===== config.mk =====
export PLATFORM = sky130hd
export DESIGN_NAME = pattern_sequencer
export DESIGN_NICKNAME = d
export VERILOG_FILES = /design/src/rtl/pattern_sequencer.sv
export SDC_FILE = /design/constraint.sdc
export NUM_CORES = 1
export LEC_CHECK = 0
export BUFFER_PORTS_ARGS = -buffer_cell sky130_fd_sc_hd__buf_2
export CAP_MARGIN = 20
export CORE_ASPECT_RATIO = 0.6
export CORE_MARGIN = 8
export CORE_UTILIZATION = 40
export CTS_BUF_LIST = sky130_fd_sc_hd__clkbuf_16
export DETAILED_ROUTE_END_ITERATION = 7
export SLEW_MARGIN = 25
export SYNTH_ARGS = -nofsm -noshare
export SYNTH_HDL_FRONTEND = slang
export SYNTH_SLANG_ARGS = --single-unit

===== constraint.sdc =====
create_clock -name clk -period 3.5 [get_ports clk]
set_input_delay 0 -clock clk [delete_from_list [all_inputs] [get_ports clk]]
set_output_delay 0 -clock clk [all_outputs]
set_load 0.005 [all_outputs]

===== src/rtl/pattern_sequencer.sv =====
// pattern_sequencer: frame-level controller for the pattern generators.
// Selects the active pattern and drives the shared animation strobes.
// A pattern switch comes from a debounced button press or from the
// auto-cycle dwell timer. Each switch blanks the screen for a few frames.
module pattern_sequencer #(
    parameter int NUM_PATTERNS    = 4,
    parameter int DWELL_FRAMES    = 600,
    parameter int BLANK_FRAMES    = 8,
    parameter int DEBOUNCE_CYCLES = 250000
) (
    input  logic       clk,
    input  logic       rst,
    input  logic       frame_start,
    input  logic       btn_next,
    input  logic       auto_en,
    input  logic [1:0] speed,
    output logic [2:0] pattern_sel,
    output logic       next_frame,
    output logic [2:0] step_size,
    output logic       blank,
    output logic       pattern_rst
);

    localparam logic [9:0]  DWELL_LAST = 10'(DWELL_FRAMES - 1);
    localparam logic [3:0]  BLANK_LAST = 4'(BLANK_FRAMES - 1);
    localparam logic [17:0] DEB_LAST   = 18'(DEBOUNCE_CYCLES - 1);
    localparam logic [2:0]  SEL_LAST   = 3'(NUM_PATTERNS - 1);

    typedef enum logic [1:0] {S_RUN, S_BLANK, S_SWITCH} state_t;

    state_t      state, state_d;
    logic        btn_s1, btn_s2, btn_db, btn_db_q;
    logic [17:0] deb_cnt;
    logic        btn_press;
    logic [9:0]  dwell, dwell_d;
    logic [3:0]  blank_cnt, blank_cnt_d;
    logic [2:0]  sel_d;
    logic        next_frame_d, blank_d, pattern_rst_d;

    // Synchronize the raw button and accept a new level only after it has held steady
    always_ff @(posedge clk or posedge rst) begin
        if (rst) begin
            btn_s1   <= 1'b0;
            btn_s2   <= 1'b0;
            btn_db   <= 1'b0;
            btn_db_q <= 1'b0;
            deb_cnt  <= '0;
        end else begin
            btn_s1   <= btn_next;
            btn_s2   <= btn_s1;
            btn_db_q <= btn_db;
            if (btn_s2 == btn_db) begin
                deb_cnt <= '0;
            end else if (deb_cnt == DEB_LAST) begin
                btn_db  <= btn_s2;
                deb_cnt <= '0;
            end else begin
                deb_cnt <= deb_cnt + 18'd1;
            end
        end
    end

    // Only the rising edge of the debounced level is an event; release is silent
    assign btn_press = btn_db & ~btn_db_q;

    // Step size is latched at frame_start so it never changes mid-frame
    always_ff @(posedge clk or posedge rst) begin
        if (rst) begin
            step_size <= 3'd1;
        end else if (frame_start) begin
            case (speed)
                2'd0:    step_size <= 3'd1;
                2'd1:    step_size <= 3'd2;
                2'd2:    step_size <= 3'd4;
                default: step_size <= 3'd7;
            endcase
        end
    end

    // State register
    always_ff @(posedge clk or posedge rst) begin
        if (rst) state <= S_RUN;
        else     state <= state_d;
    end

    // Next-state: a press and a dwell expiry in the same cycle collapse into one switch
    always_comb begin
        state_d = state;
        case (state)
            S_RUN: begin
                if (btn_press || (frame_start && auto_en && dwell == DWELL_LAST))
                    state_d = S_BLANK;
            end
            S_BLANK: begin
                if (frame_start && blank_cnt == BLANK_LAST)
                    state_d = S_SWITCH;
            end
            default: state_d = S_RUN;
        endcase
    end

    // Next values of the registered outputs and frame counters
    always_comb begin
        next_frame_d  = 1'b0;
        blank_d       = blank;
        pattern_rst_d = 1'b0;
        sel_d         = pattern_sel;
        dwell_d       = dwell;
        blank_cnt_d   = blank_cnt;
        case (state)
            S_RUN: begin
                next_frame_d = frame_start;
                if (!auto_en)
                    dwell_d = '0;
                else if (frame_start && dwell != DWELL_LAST)
                    dwell_d = dwell + 10'd1;
                if (state_d == S_BLANK) begin
                    blank_d     = 1'b1;
                    blank_cnt_d = '0;
                end
            end
            S_BLANK: begin
                if (frame_start && blank_cnt != BLANK_LAST)
                    blank_cnt_d = blank_cnt + 4'd1;
            end
            default: begin
                // SWITCH: frame_start here is intentionally not forwarded
                sel_d         = (pattern_sel == SEL_LAST) ? 3'd0 : pattern_sel + 3'd1;
                pattern_rst_d = 1'b1;
                dwell_d       = '0;
                blank_d       = 1'b0;
            end
        endcase
    end

    // Output and counter registers
    always_ff @(posedge clk or posedge rst) begin
        if (rst) begin
            pattern_sel <= 3'd0;
            next_frame  <= 1'b0;
            blank       <= 1'b0;
            pattern_rst <= 1'b0;
            dwell       <= '0;
            blank_cnt   <= '0;
        end else begin
            pattern_sel <= sel_d;
            next_frame  <= next_frame_d;
            blank       <= blank_d;
            pattern_rst <= pattern_rst_d;
            dwell       <= dwell_d;
            blank_cnt   <= blank_cnt_d;
        end
    end

endmodule


==> impl_metrics.csv <==
group,metric,value,unit
floorplan,die_x,113.9,um
drt,wl_per_cell,12.98,um
synthesis,async_flop_share,100.0,%
synthesis,synth_edf_count,0,
synthesis,synth_area_leaders,"dfrtp_1, nor2_1, xnor2_1",
worst_setup_path,reg2reg_from,"deb_cnt[4]$_DFF_PP0_",
layout,antenna_cells,0,
synthesis,synth_xor_area_share,7.998,%
clocking,cts_setup_buffers,0,
pwr,power.total,1.081,mW
synthesis,synth_area_leader_cell,"dfrtp_1",
worst_setup_path,rrSetupSlack,1580,ps
floorplan,start_util,41.28,%
pwr,clkPwrFrac,42.9,%
synthesis,ys_seq_area_share,51.20,%
synthesis,synth_cell_types,42,
layout,syn_to_final_growth,12.89,%
global_route,grt_pass1_wl,7334,um
drt,ant_nets,0,
worst_setup_path,rr_worst_depth,4,
placed_design,dpl_worst_slack,1620,ps
layout,fin_nets,262,
clocking,cts_sinks,47,
worst_setup_path,crit_fanout,18,
timing,setup-tns-final,0,ps
floorplan,dieArea,8512,sq um
drt,routed_wl,4270,um
synthesis,synth-compound-area-share,8.215,%
hold_path,hp-class,"input pin to flop",
timing,setup_viol,0,
timing,min_period,1924,ps
synthesis,ys_ff_latch,47,
clocking,htree_levels,2,
synthesis,synth_top_area_share,50.05,%
timing,finalCritPeriodShare,54.98,%
worst_setup_path,r2r-end,"deb_cnt[8]$_DFF_PP0_",
worst_setup_path,critPathKind,"flop to flop",
timing,fin_ws,1576,ps
drt,via_count,1660,
clocking,cts_resized,0,
worst_setup_path,max_stage_delay,620,ps
worst_setup_path,crit_slowest_cell,"o21ai_2",
floorplan,rows,21,
pwr,switching_share,22.40,%
drt,dr.pass1.iters,4,
pwr,intPower,838.8,uW
pwr,p_comb_share,4.9,%
placed_design,dp_hpwl,3002,um
synthesis,syn_area,2300,sq um
clocking,clk_latency,280,ps
floorplan,chipHeight,74.74,um
drt,drcViolationCount,0,
synthesis,synthAdderAreaFrac,3.808,%
hold_path,holdPathEnd,"dwell[0]$_DFFE_PP0P_",
global_route,grt_remaining_overflow,0,
timing,clock.fmax,519.7,MHz
pwr,ir_drop,0.0001947,V
drt,avgViaCountPerCell,5.046,
clocking,clk_pin_slew,70,ps
timing,worst_pin_slew,788.6,ps
layout,fin_area,2596,sq um
layout,drive_above_1_share,12.45,%
worst_setup_path,crit_start,"deb_cnt[4]$_DFF_PP0_",
placed_design,place_area,2430,sq um
timing,slew_headroom,47.43,%
pwr,p_leak,1.118,nW
synthesis,synth_nets,247,
global_route,grt_antenna_before_repair,0,
clocking,cts_tree,"built",
pwr,sequentialPowerShare,52.2,%
synthesis,synth_ff_type,"dfrtp_1",
timing,fin_hold_ws,74.47,ps
floorplan,pin_count,16,
clocking,clockRootBuffer,"clkbuf_16",
hold_path,whs_path_depth,3,
global_route,grt_max_degree,48,
synthesis,synth.most_common_cell,"dfrtp_1",
worst_setup_path,end_kind,"flop",
synthesis,synthCells,233,
timing,clock-skew-final,4.357,ps
timing,drv_slew,0,
synthesis,synth_top_family_by_area,"simple AND/OR/NAND/NOR gates",
hold_path,hp-start,"auto_en",
synthesis,yosys.area_share.simple,22.96,%
layout,fillerInstances,558,
clocking,cts_buffer_depth,2,
drt,drt_iter0_drc,61,
pwr,power_density,416.3,nW/um^2
placed_design,place.gp.congestion,0.7854,
timing,hold_violations,0,
clocking,cts_buffers,5,
worst_setup_path,worstPathArrival,2060,ps
clocking,hold_buffers,2,
floorplan,core,5570,sq um
pwr,p_sw,242.1,uW
worst_setup_path,path_cells,"nor4b_1, nand4_1, o21ai_2, nor2_1",
synthesis,ys_warn_count,0,
synthesis,muxShareOfSynthArea,1.904,%
synthesis,synth_common_cells,"dfrtp_1, nor2_1, xnor2_1",
run_status,status,"finished, final reports clean",
worst_setup_path,worstPathRequired,3630,ps
synthesis,syn_avg_cell_area,9.870,sq um
job,cap_violations,0,
global_route,grt_pass1_vias,1503,
global_route,grt_usage,10.83,%
worst_setup_path,start_kind,"flop",
timing,rsz0062_at_grt,"no",
placed_design,numPortBuffers,15,
[sequential cells by signal, indices dropped and copies added, names as in the netlist, 2 cells and up]
name         flops
pattern_sel      3
blank_cnt        4
state            2
dwell           10
deb_cnt         18
step_size        3
[cell families after synthesis]
family | count (synthesis)
compound gates | 31
xor+xnor | 21
fa+ha+maj | 7
buf+inv | 21
flops | 47
mux | 4
simple gates | 102
[worst max path at each step]
stage                                 end  slack (ps)  cells past startpoint
floorplan            dwell[0]$_DFFE_PP0P_        1730                      6
global placement    deb_cnt[13]$_DFF_PP0_        1580                      4
detailed placement   deb_cnt[4]$_DFF_PP0_        1620                      4
CTS                  deb_cnt[8]$_DFF_PP0_        1600                      4
global route         deb_cnt[8]$_DFF_PP0_        1410                      4
finish               deb_cnt[8]$_DFF_PP0_        1580                      4
[power groups by stage]
stage          clock network [mW]  logic, mW  registers [mW]
5_1_grt                     0.503     0.0622           0.566
2_1_floorplan                   0     0.0340           0.574
4_1_cts                     0.481     0.0551           0.564
3_5_place_dp                    0     0.0533           0.574
3_3_place_gp                    0     0.0533           0.574
6_report                    0.464     0.0532           0.564
[cell usage in the layout (no fill, tap or decap), types with 2 or more instances in the layout]
cell / synthesis / layout
buf_2: 3 / 15
nor2_1: 33 / 33
mux2_2: 2 / 2
nor4b_1: 4 / 4
nor2b_1: 2 / 2
nor4_1: 4 / 4
and2_1: 2 / 2
xnor2_1: 13 / 13
xor2_1: 8 / 8
and3_1: 4 / 4
nand4_1: 12 / 12
a31oi_1: 5 / 5
dfrtp_1: 46 / 46
nand2_1: 11 / 11
nand3_1: 12 / 12
or3_1: 4 / 4
nor3_1: 7 / 7
inv_1: 11 / 10
a31o_2: 3 / 3
a21oi_1: 9 / 9
o21ai_0: 8 / 8
clkbuf_16: 0 / 5
dlygate4sd3_1: 0 / 2
ha_1: 7 / 7
[worst max-delay path, delay by kind of cell (launching register included)]
kind / cells / cell delay, ps
compound gates: 1 / 620
flops: 1 / 440
simple gates: 3 / 710
[metal layers]
| metal | vias up | share of wire [%] | track usage, % |
|---|---|---|---|
| met5 | - | 0 | 0 |
| met4 | 0 | 0.44 | 3.075 |
| met3 | 2 | 3.7 | 2.802 |
| met2 | 24 | 37 | 14.42 |
| met1 | 789 | 59 | 16.40 |
| li1 | 845 | - | - |
[cell type report]
cell class	instances	area [sq um]	share of cell area, %
Timing Repair Buffer	17	95.09	3.663
Tap cell	80	100.1	3.855
Multi-Input combinational cell	165	1032	39.76
Clock buffer	5	125.1	4.819
Clock inverter	3	20.02	0.7711
Sequential cell	47	1177	45.35
Inverter	12	46.29	1.783
[per-stage QoR]
step / util, % / cells
after global routing: 46.61 / 329
after detailed placement: 43.62 / 319
final: 46.61 / 329
after floorplan: - / 233
after global placement: 43.62 / 319
after CTS: 46.59 / 329
(Power assumes the default switching activity.)
